[src/rtl/platform_reset_sequencer.sv]
// Qualifies pl0_resetn and the clock-wizard lock, then releases NUM_STAGES
// downstream reset domains in order with fixed spacing; re-asserts on lock loss or software request.
module platform_reset_sequencer #(
    parameter int NUM_STAGES   = 4,
    parameter int STAGE_DELAY  = 16,
    parameter int LOCK_SETTLE  = 64,
    parameter int LOCK_TIMEOUT = 4096,
    parameter int SYNC_STAGES  = 2
) (
    input  logic                  pl_clk0,
    input  logic                  pl0_resetn,
    input  logic                  clk_wiz_locked,
    input  logic                  sw_reset_req,
    output logic [NUM_STAGES-1:0] stage_resetn,
    output logic                  seq_done,
    output logic                  lock_timeout,
    output logic [7:0]            lock_lost_cnt,
    output logic [2:0]            seq_state
);

    localparam int REL_SPAN = NUM_STAGES * STAGE_DELAY;
    localparam int CNT_MAX_A = (LOCK_TIMEOUT > LOCK_SETTLE) ? LOCK_TIMEOUT : LOCK_SETTLE;
    localparam int CNT_MAX = (CNT_MAX_A > REL_SPAN) ? CNT_MAX_A : REL_SPAN;
    localparam int CNT_W = (CNT_MAX > 1) ? $clog2(CNT_MAX) : 1;

    typedef enum logic [2:0] {
        WAIT_LOCK = 3'd0,
        SETTLE    = 3'd1,
        RELEASE   = 3'd2,
        RUN       = 3'd3,
        FAULT     = 3'd4
    } state_t;

    state_t                state_q, state_d;
    logic [CNT_W-1:0]      cnt_q, cnt_d;
    logic [NUM_STAGES-1:0] stage_q, stage_d;
    logic                  done_q, done_d;
    logic                  timeout_q, timeout_d;
    logic [7:0]            lost_q, lost_d;
    logic [SYNC_STAGES-1:0] sync_q;
    logic                  locked_s;

    assign locked_s = sync_q[SYNC_STAGES-1];

    always_ff @(posedge pl_clk0) begin
        if (!pl0_resetn) begin
            sync_q <= '0;
        end else begin
            sync_q <= {sync_q[SYNC_STAGES-2:0], clk_wiz_locked};
        end
    end

    always_ff @(posedge pl_clk0) begin
        if (!pl0_resetn) begin
            state_q   <= WAIT_LOCK;
            cnt_q     <= '0;
            stage_q   <= '0;
            done_q    <= 1'b0;
            timeout_q <= 1'b0;
            lost_q    <= '0;
        end else begin
            state_q   <= state_d;
            cnt_q     <= cnt_d;
            stage_q   <= stage_d;
            done_q    <= done_d;
            timeout_q <= timeout_d;
            lost_q    <= lost_d;
        end
    end

    always_comb begin
        state_d   = state_q;
        cnt_d     = cnt_q;
        stage_d   = stage_q;
        done_d    = done_q;
        timeout_d = timeout_q;
        lost_d    = lost_q;

        if (sw_reset_req) begin
            state_d   = WAIT_LOCK;
            cnt_d     = '0;
            stage_d   = '0;
            done_d    = 1'b0;
            timeout_d = 1'b0;
        end else if (!locked_s && (state_q == RELEASE || state_q == RUN)) begin
            state_d = WAIT_LOCK;
            cnt_d   = '0;
            stage_d = '0;
            done_d  = 1'b0;
            lost_d  = (lost_q == 8'hFF) ? lost_q : lost_q + 8'd1;
        end else begin
            case (state_q)
                WAIT_LOCK: begin
                    if (locked_s) begin
                        state_d = SETTLE;
                        cnt_d   = '0;
                    end else if (cnt_q == CNT_W'(LOCK_TIMEOUT - 1)) begin
                        state_d   = FAULT;
                        cnt_d     = '0;
                        timeout_d = 1'b1;
                    end else begin
                        cnt_d = cnt_q + 1'b1;
                    end
                end
                SETTLE: begin
                    if (!locked_s) begin
                        state_d = WAIT_LOCK;
                        cnt_d   = '0;
                    end else if (cnt_q == CNT_W'(LOCK_SETTLE - 1)) begin
                        cnt_d   = '0;
                        stage_d = NUM_STAGES'(1);
                        if (NUM_STAGES == 1) begin
                            state_d = RUN;
                            done_d  = 1'b1;
                        end else begin
                            state_d = RELEASE;
                        end
                    end else begin
                        cnt_d = cnt_q + 1'b1;
                    end
                end
                RELEASE: begin
                    // Counter restarts at each release, so stage i lands i*STAGE_DELAY after stage 0.
                    if (cnt_q == CNT_W'(STAGE_DELAY - 1)) begin
                        cnt_d   = '0;
                        stage_d = (stage_q << 1) | NUM_STAGES'(1);
                        if (stage_d[NUM_STAGES-1]) begin
                            state_d = RUN;
                            done_d  = 1'b1;
                        end
                    end else begin
                        cnt_d = cnt_q + 1'b1;
                    end
                end
                RUN: begin
                end
                FAULT: begin
                    if (locked_s) begin
                        state_d = SETTLE;
                        cnt_d   = '0;
                    end
                end
                default: begin
                    state_d = WAIT_LOCK;
                    cnt_d   = '0;
                    stage_d = '0;
                    done_d  = 1'b0;
                end
            endcase
        end
    end

    assign stage_resetn  = stage_q;
    assign seq_done      = done_q;
    assign lock_timeout  = timeout_q;
    assign lock_lost_cnt = lost_q;
    assign seq_state     = state_q;

endmodule

[config.mk]
export PLATFORM = sky130hd
export DESIGN_NAME = platform_reset_sequencer
export DESIGN_NICKNAME = d
export VERILOG_FILES = /design/src/rtl/platform_reset_sequencer.sv
export SDC_FILE = /design/constraint.sdc
export NUM_CORES = 1
export LEC_CHECK = 0
export CAP_MARGIN = 20
export CORE_ASPECT_RATIO = 0.5
export CORE_MARGIN = 3
export CORE_UTILIZATION = 35
export CTS_BUF_LIST = sky130_fd_sc_hd__clkbuf_4
export DETAILED_ROUTE_END_ITERATION = 16
export DONT_BUFFER_PORTS = 1
export PLACE_DENSITY = 0.46
export SLEW_MARGIN = 40
export SYNTH_ARGS = -nofsm -noshare
export SYNTH_HDL_FRONTEND = slang
export SYNTH_SLANG_ARGS = --single-unit
[constraint.sdc]
create_clock -name pl_clk0 -period 3 [get_ports pl_clk0]
set_input_delay 0.9 -clock pl_clk0 [delete_from_list [all_inputs] [get_ports pl_clk0]]
set_output_delay 0.9 -clock pl_clk0 [all_outputs]
set_load 0.01 [all_outputs]
==> impl_metrics.env <==
export IMPL_fin_crit_sh_pct=68.45
export IMPL_synth_top_family_by_area="simple AND/OR/NAND/NOR gates"
export IMPL_skew_ns=0.01783
export IMPL_p_per_area_nw_per_um2=418.6
export IMPL_final_layout_size_suffix_gt1_share_pct=8.743
export IMPL_synth_enable_flop_cells=0
export IMPL_synth_nets=184
export IMPL_drtPass1Iterations=4
export IMPL_core_region_area_um2=4064
export IMPL_synthFlopType="dfxtp_1"
export IMPL_diodes=0
export IMPL_viasPerCell=5.051
export IMPL_synth_compound_area_share_pct=13.03
export IMPL_die_x_um=99.70
export IMPL_cts_setup_buffers=0
export IMPL_cap_violations=0
export IMPL_clkTransAtPathRegs_ns=0.11
export IMPL_p_int_uw=525.9
export IMPL_antenna_found_initial=0
export IMPL_finalNetCount=188
export IMPL_fin_crit_ns=2.054
export IMPL_yosys_area_share_adder_pct=1.629
export IMPL_postSynthCellCount=178
export IMPL_cts_buffers=5
export IMPL_maxSlewViolCount=0
export IMPL_max_slew_worst_pin_slew_ns=0.6895
export IMPL_power_net_switching_uw=166.5
export IMPL_tritoncts="done"
export IMPL_cts_buffer_depth=2
export IMPL_fp_dieH_um=52.85
export IMPL_max_freq_mhz=487.0
export IMPL_r2r_end="seq_state[0]"
export IMPL_vias=1197
export IMPL_run_status="completed"
export IMPL_dp_cells=229
export IMPL_setup_tns_ns=0
export IMPL_seqPwrFrac_pct=60.9
export IMPL_cts_root_buffer="clkbuf_4"
export IMPL_ys_types=43
export IMPL_syn_area_um2=1536
export IMPL_drc=0
export IMPL_rrSetupSlack_ns=0.95
export IMPL_hold_violations=0
export IMPL_synth_top_area_share_pct=40.39
export IMPL_r2r_cells=6
export IMPL_io_buffers=0
export IMPL_min_delay_start="sync_q[0]"
export IMPL_grt_first_pass_wirelength_um=5416
export IMPL_fillerInstances=421
export IMPL_area_delta_synth_final_pct=7.655
export IMPL_cp_required_ns=3.23
export IMPL_hold_class="reg2reg"
export IMPL_rows=16
export IMPL_synth_simple_area_share_pct=28.83
export IMPL_worstSetupEndpointType="flip-flop"
export IMPL_combPwrFrac_pct=4.9
export IMPL_drt_wl_total_um=3120
export IMPL_crit_fanout=4
export IMPL_synthMuxAreaShare_pct=3.583
export IMPL_synth_seq_area_share_pct=40.39
export IMPL_ys_seq_elements=31
export IMPL_ir_drop_mv=0.1480
export IMPL_worst_ep_arrival_time_ns=2.29
export IMPL_ys_warn_count=0
export IMPL_power_leakage_uw=0.0005737
export IMPL_hpwl_um=2262
export IMPL_grt_util_all_layers_pct=13.23
export IMPL_avgSynthCellArea_um2=8.632
export IMPL_wl_per_cell_um=13.16
export IMPL_synth_xor_area_share_pct=9.691
export IMPL_setup_viol=0
export IMPL_cts_sinks=31
export IMPL_gp_congestion=0.8596
export IMPL_start_kind="flip-flop"
export IMPL_overflow=0
export IMPL_async_flop_share_pct=0
export IMPL_cts_repair_resized=0
export IMPL_grt_pass1_vias=1135
export IMPL_initial_utilization_pct=37.81
export IMPL_synth_largest_area_cell="dfxtp_1"
export IMPL_slew_headroom_pct=54.03
export IMPL_grt_max_degree=15
export IMPL_ios=21
export IMPL_die_area_um2=5269
export IMPL_holdPathStages=1
export IMPL_rsz0062_at_grt="false"
export IMPL_htreeDepth=2
export IMPL_whs_endpoint="sync_q[1]"
export IMPL_hold_ws_ns=0.4439
export IMPL_clkLatencyLatePin_ns=0.33
export IMPL_drtIter0Drc=27
export IMPL_ant_nets=0
export IMPL_hold_buffers=0
export IMPL_criticalPathCategory="reg2reg"
export IMPL_r2r_start="cnt_q[0]"
export IMPL_instances_no_fill=237
export IMPL_switching_share_pct=24.05
export IMPL_synth_area_leaders="dfxtp_1 40%, xnor2_1 5.7%, nor2_1 5.1%"
export IMPL_pwr_share_clk_pct=34.3
==> Yosys cell counts, types with 3 or more instances <==
master / number
and2_1: 8
nand4_1: 6
nand3_1: 10
mux2i_1: 4
dfxtp_1: 31
nor2_1: 21
nand2_1: 19
xor2_1: 7
inv_1: 4
o21ai_0: 3
a21oi_1: 9
nand2b_1: 3
clkbuf_1: 4
nor4_1: 3
xnor2_1: 10
==> flip-flops by register name, summed over array words and instances, names as in the netlist <==
| register | cells |
|---|---|
| cnt_q | 12 |
| lock_lost_cnt | 8 |
| lock_timeout | 1 |
| seq_done | 1 |
| seq_state | 3 |
| stage_resetn | 4 |
| sync_q | 2 |
==> worst max-delay path, cell delays in order, from the launching register on <==
cell	delay (ns)
dfxtp_1	0.39
ha_1	0.20
and3_1	0.21
nand4_1	0.14
a22o_1	0.32
or3_4	0.41
mux2_4	0.30
==> area by class of cell <==
| type | instances | area (um2) | area share [%] |
|---|---|---|---|
| sequential | 31 | 620.6 | 37.52 |
| clock inverter | 2 | 7.507 | 0.4539 |
| inverter | 5 | 18.77 | 1.135 |
| timing repair buffer | 3 | 22.52 | 1.362 |
| tap | 54 | 67.56 | 4.085 |
| clock buffer | 6 | 45.04 | 2.723 |
| multi-input combinational | 136 | 872.1 | 52.72 |
==> how the worst max path moves through the flow <==
stage	startpoint	end	slack (ns)
after floorplan	cnt_q[0]	seq_state[0]	1.08
after global placement	sw_reset_req	lock_lost_cnt[5]	0.95
after detailed placement	sw_reset_req	lock_lost_cnt[5]	0.93
after CTS	cnt_q[0]	seq_state[0]	0.92
after global routing	cnt_q[0]	seq_state[0]	0.81
final	cnt_q[0]	seq_state[0]	0.95
==> power by group through the flow <==
stage	logic [uW]	registers [uW]	clock network [uW]
2_1_floorplan	28.1	428	0
3_3_place_gp	34.9	431	0
3_5_place_dp	34.0	431	0
4_1_cts	34.1	422	252
5_1_grt	37.4	423	273
6_report	33.7	422	237
==> metrics by stage <==
step	utilization [%]	worst slack, ns	cell area [um2]	total power [uW]
detailed placement	39.41	0.9252	1602	465.1
CTS	40.70	0.9225	1654	708.2
floorplan	-	1.077	1536	456.0
global placement	39.41	0.9460	1602	465.8
finish	40.70	0.9465	1654	692.4
global route	40.70	0.8119	1654	732.9
==> logic make-up after synthesis <==
group / after synthesis
buffers and inverters: 11
adder cells (fa/ha/maj): 2
multiplexers: 5
flip-flops: 31
AO/OA/AOI/OAI: 29
XOR/XNOR: 17
AND/OR/NAND/NOR: 83
==> metal layers <==
layer  track usage (%)  part of all wire, %  vias to the layer above
met4             4.082                 0.93                        0
met2             19.87                   41                       19
met5                 0                    0                        -
met3             5.658                  6.2                        5
li1                  -                    -                      633
met1             17.15                   52                      540
==> placed cells by master (no fill, tap or decap), types with 2 or more instances in the layout <==
master / count
dfxtp_1: 31
mux2i_1: 4
a21boi_1: 2
xor2_1: 7
and3_1: 2
nor4b_2: 2
clkinv_1: 2
nor4_2: 2
clkbuf_4: 6
nand2b_1: 3
inv_1: 4
and2_1: 8
ha_1: 2
buf_4: 3
nand2_1: 19
xnor2_1: 10
a21oi_1: 9
nor3_1: 2
o21ai_0: 3
nor2_1: 21
nand3_1: 10
nor4_1: 3
nand4_1: 6
a22o_1: 2
Note: power is estimated with default switching activity, not from simulation.
==> RTL edit, RTL diff (same flow settings) <==
Register the output `lock_lost_cnt` once more, cleared by the reset; this adds one clock of latency there. The other outputs are not delayed to match.
--- a/src/rtl/platform_reset_sequencer.sv
+++ b/src/rtl/platform_reset_sequencer.sv
@@ -155,3 +155,9 @@
     assign lock_timeout  = timeout_q;
-    assign lock_lost_cnt = lost_q;
+    always_ff @(posedge pl_clk0) begin
+        if (!pl0_resetn) begin
+            lock_lost_cnt <= '0;
+        end else begin
+            lock_lost_cnt <= lost_q;
+        end
+    end
     assign seq_state     = state_q;
Function: no difference found for any inputs over 10 cycles, from zero or initial values and one cycle with pl0_resetn low; that may be too few to reach the edited logic, so the function may still have changed.
==> RTL edit against the unedited design <==
- sequential cell count is 8 higher
- non-clock buffer count is 2 lower
- routed wire length is 22% higher
- design area is 18% higher
- die area is 19% higher
- area after synthesis is 21% higher
- setup slack worse by 0.15 ns
- sequential share of layout area is 2.4 points higher
- largest cell class unchanged
- highest routed layer unchanged
Power is not compared: it rests on default switching activity, and its combinational part moved more than twofold at a synthesized area within 25%.
==> RTL edit: results <==
group,metric,value,unit
routing,dr_wl_met3,110,µm
timing,max_freq,453,MHz
yosys,synthTopCellsByCount,"dfxtp_1 (39), nand2_1 (19), and2_1 (18)",
cts,path_clk_slew,0.13,ns
setup_path,arrival,2.47,ns
placement,dpl_worst_slack,0.709,ns
yosys,synth.avg_cell_area,8.90,µm²
grt,grt_pass1_vias,1366,
routing,viasPerCell,5.20,
final_layout,layout.nets,213,
grt,grt_max_degree,20,
setup_path,reg2reg_slack,0.79,ns
setup_path,crit_end,"cnt_q[11]$_SDFFE_PP0P_",
timing,relSlewSlack,54.5,%
yosys,ys_seq_area_share,42.0,%
placement,hpwl,2.60,mm
routing,met2_length,1.64,mm
final_layout,diodes,0,
setup_path,crit_path_max_fanout,11,
grt,grt_pass1_wl,6.48,mm
grt,track_usage,13.1,%
setup_path,r2r_cells,5,
run_status,run_status,"finished clean",
final_layout,layout-drive-gt1-share,9.13,%
setup_path,worstReg2RegStart,"seq_state[1]$_SDFFE_PP0P_",
hold_path,holdCritStartpoint,"sync_q[0]$_SDFF_PN0_",
yosys,synth_cell_types,46,
final_layout,n_fill_cell,519,
placement,gp_congestion,0.748,
routing,highest-signal-layer,"met4",
routing,met1Wirelength,2.01,mm
timing,clock_skew,0.0135,ns
final_layout,fin_cells,278,
yosys,syn_nets,215,
routing,wl_per_cell,13.7,µm
## RTL edit: stage by stage
step / utilization, % / hold slack, ns / area (µm²)
floorplan: - / 0.412 / 1860
global placement: 37.8 / 0.428 / 1900
detailed placement: 37.8 / 0.435 / 1900
CTS: 39.0 / 0.467 / 1960
global route: 39.0 / 0.476 / 1960
finish: 39.0 / 0.459 / 1960
## RTL edit: metal layers
metal / vias up / global-route usage, %
met5: - / 0
met4: 0 / 3.96
met3: 4 / 4.18
met2: 15 / 19.9
met1: 675 / 18.0
li1: 751 / -
## RTL edit: cells by family after synthesis
kind of cell / Yosys count / share of synthesized area (%)
xor gates and xnor gates: 11 / 5.18
adders and majority gates: 2 / 1.34
AOI/OAI and AO/OA: 46 / 18.4
and+or+nand+nor: 93 / 27.6
DFF: 39 / 42.0
muxes: 3 / 1.61
buffers and inverters: 15 / 3.97
## RTL edit: critical path, cell delays in order (launching register included)
cell and delay [ns]:
dfxtp_1 0.60, nor2b_4 0.24, nor2b_1 0.44, a22o_1 0.45, nor2_1 0.15, a211oi_1 0.26
## RTL edit: final cells by class
| class | instances | area share [%] |
|---|---|---|
| clock inverters | 3 | 1.02 |
| inverters | 5 | 0.958 |
| flip-flops and latches | 39 | 39.9 |
| well taps | 70 | 4.47 |
| repair buffers | 1 | 0.383 |
| clock buffers | 5 | 1.92 |
| multi-input cells | 155 | 51.4 |
## RTL edit: power by group
group,total (mW),leakage (nW),internal (mW),switching [mW]
combinational,0.0730,0.327,0.0266,0.0464
clock,0.271,0.0272,0.0896,0.181
sequential,0.536,0.315,0.524,0.0122
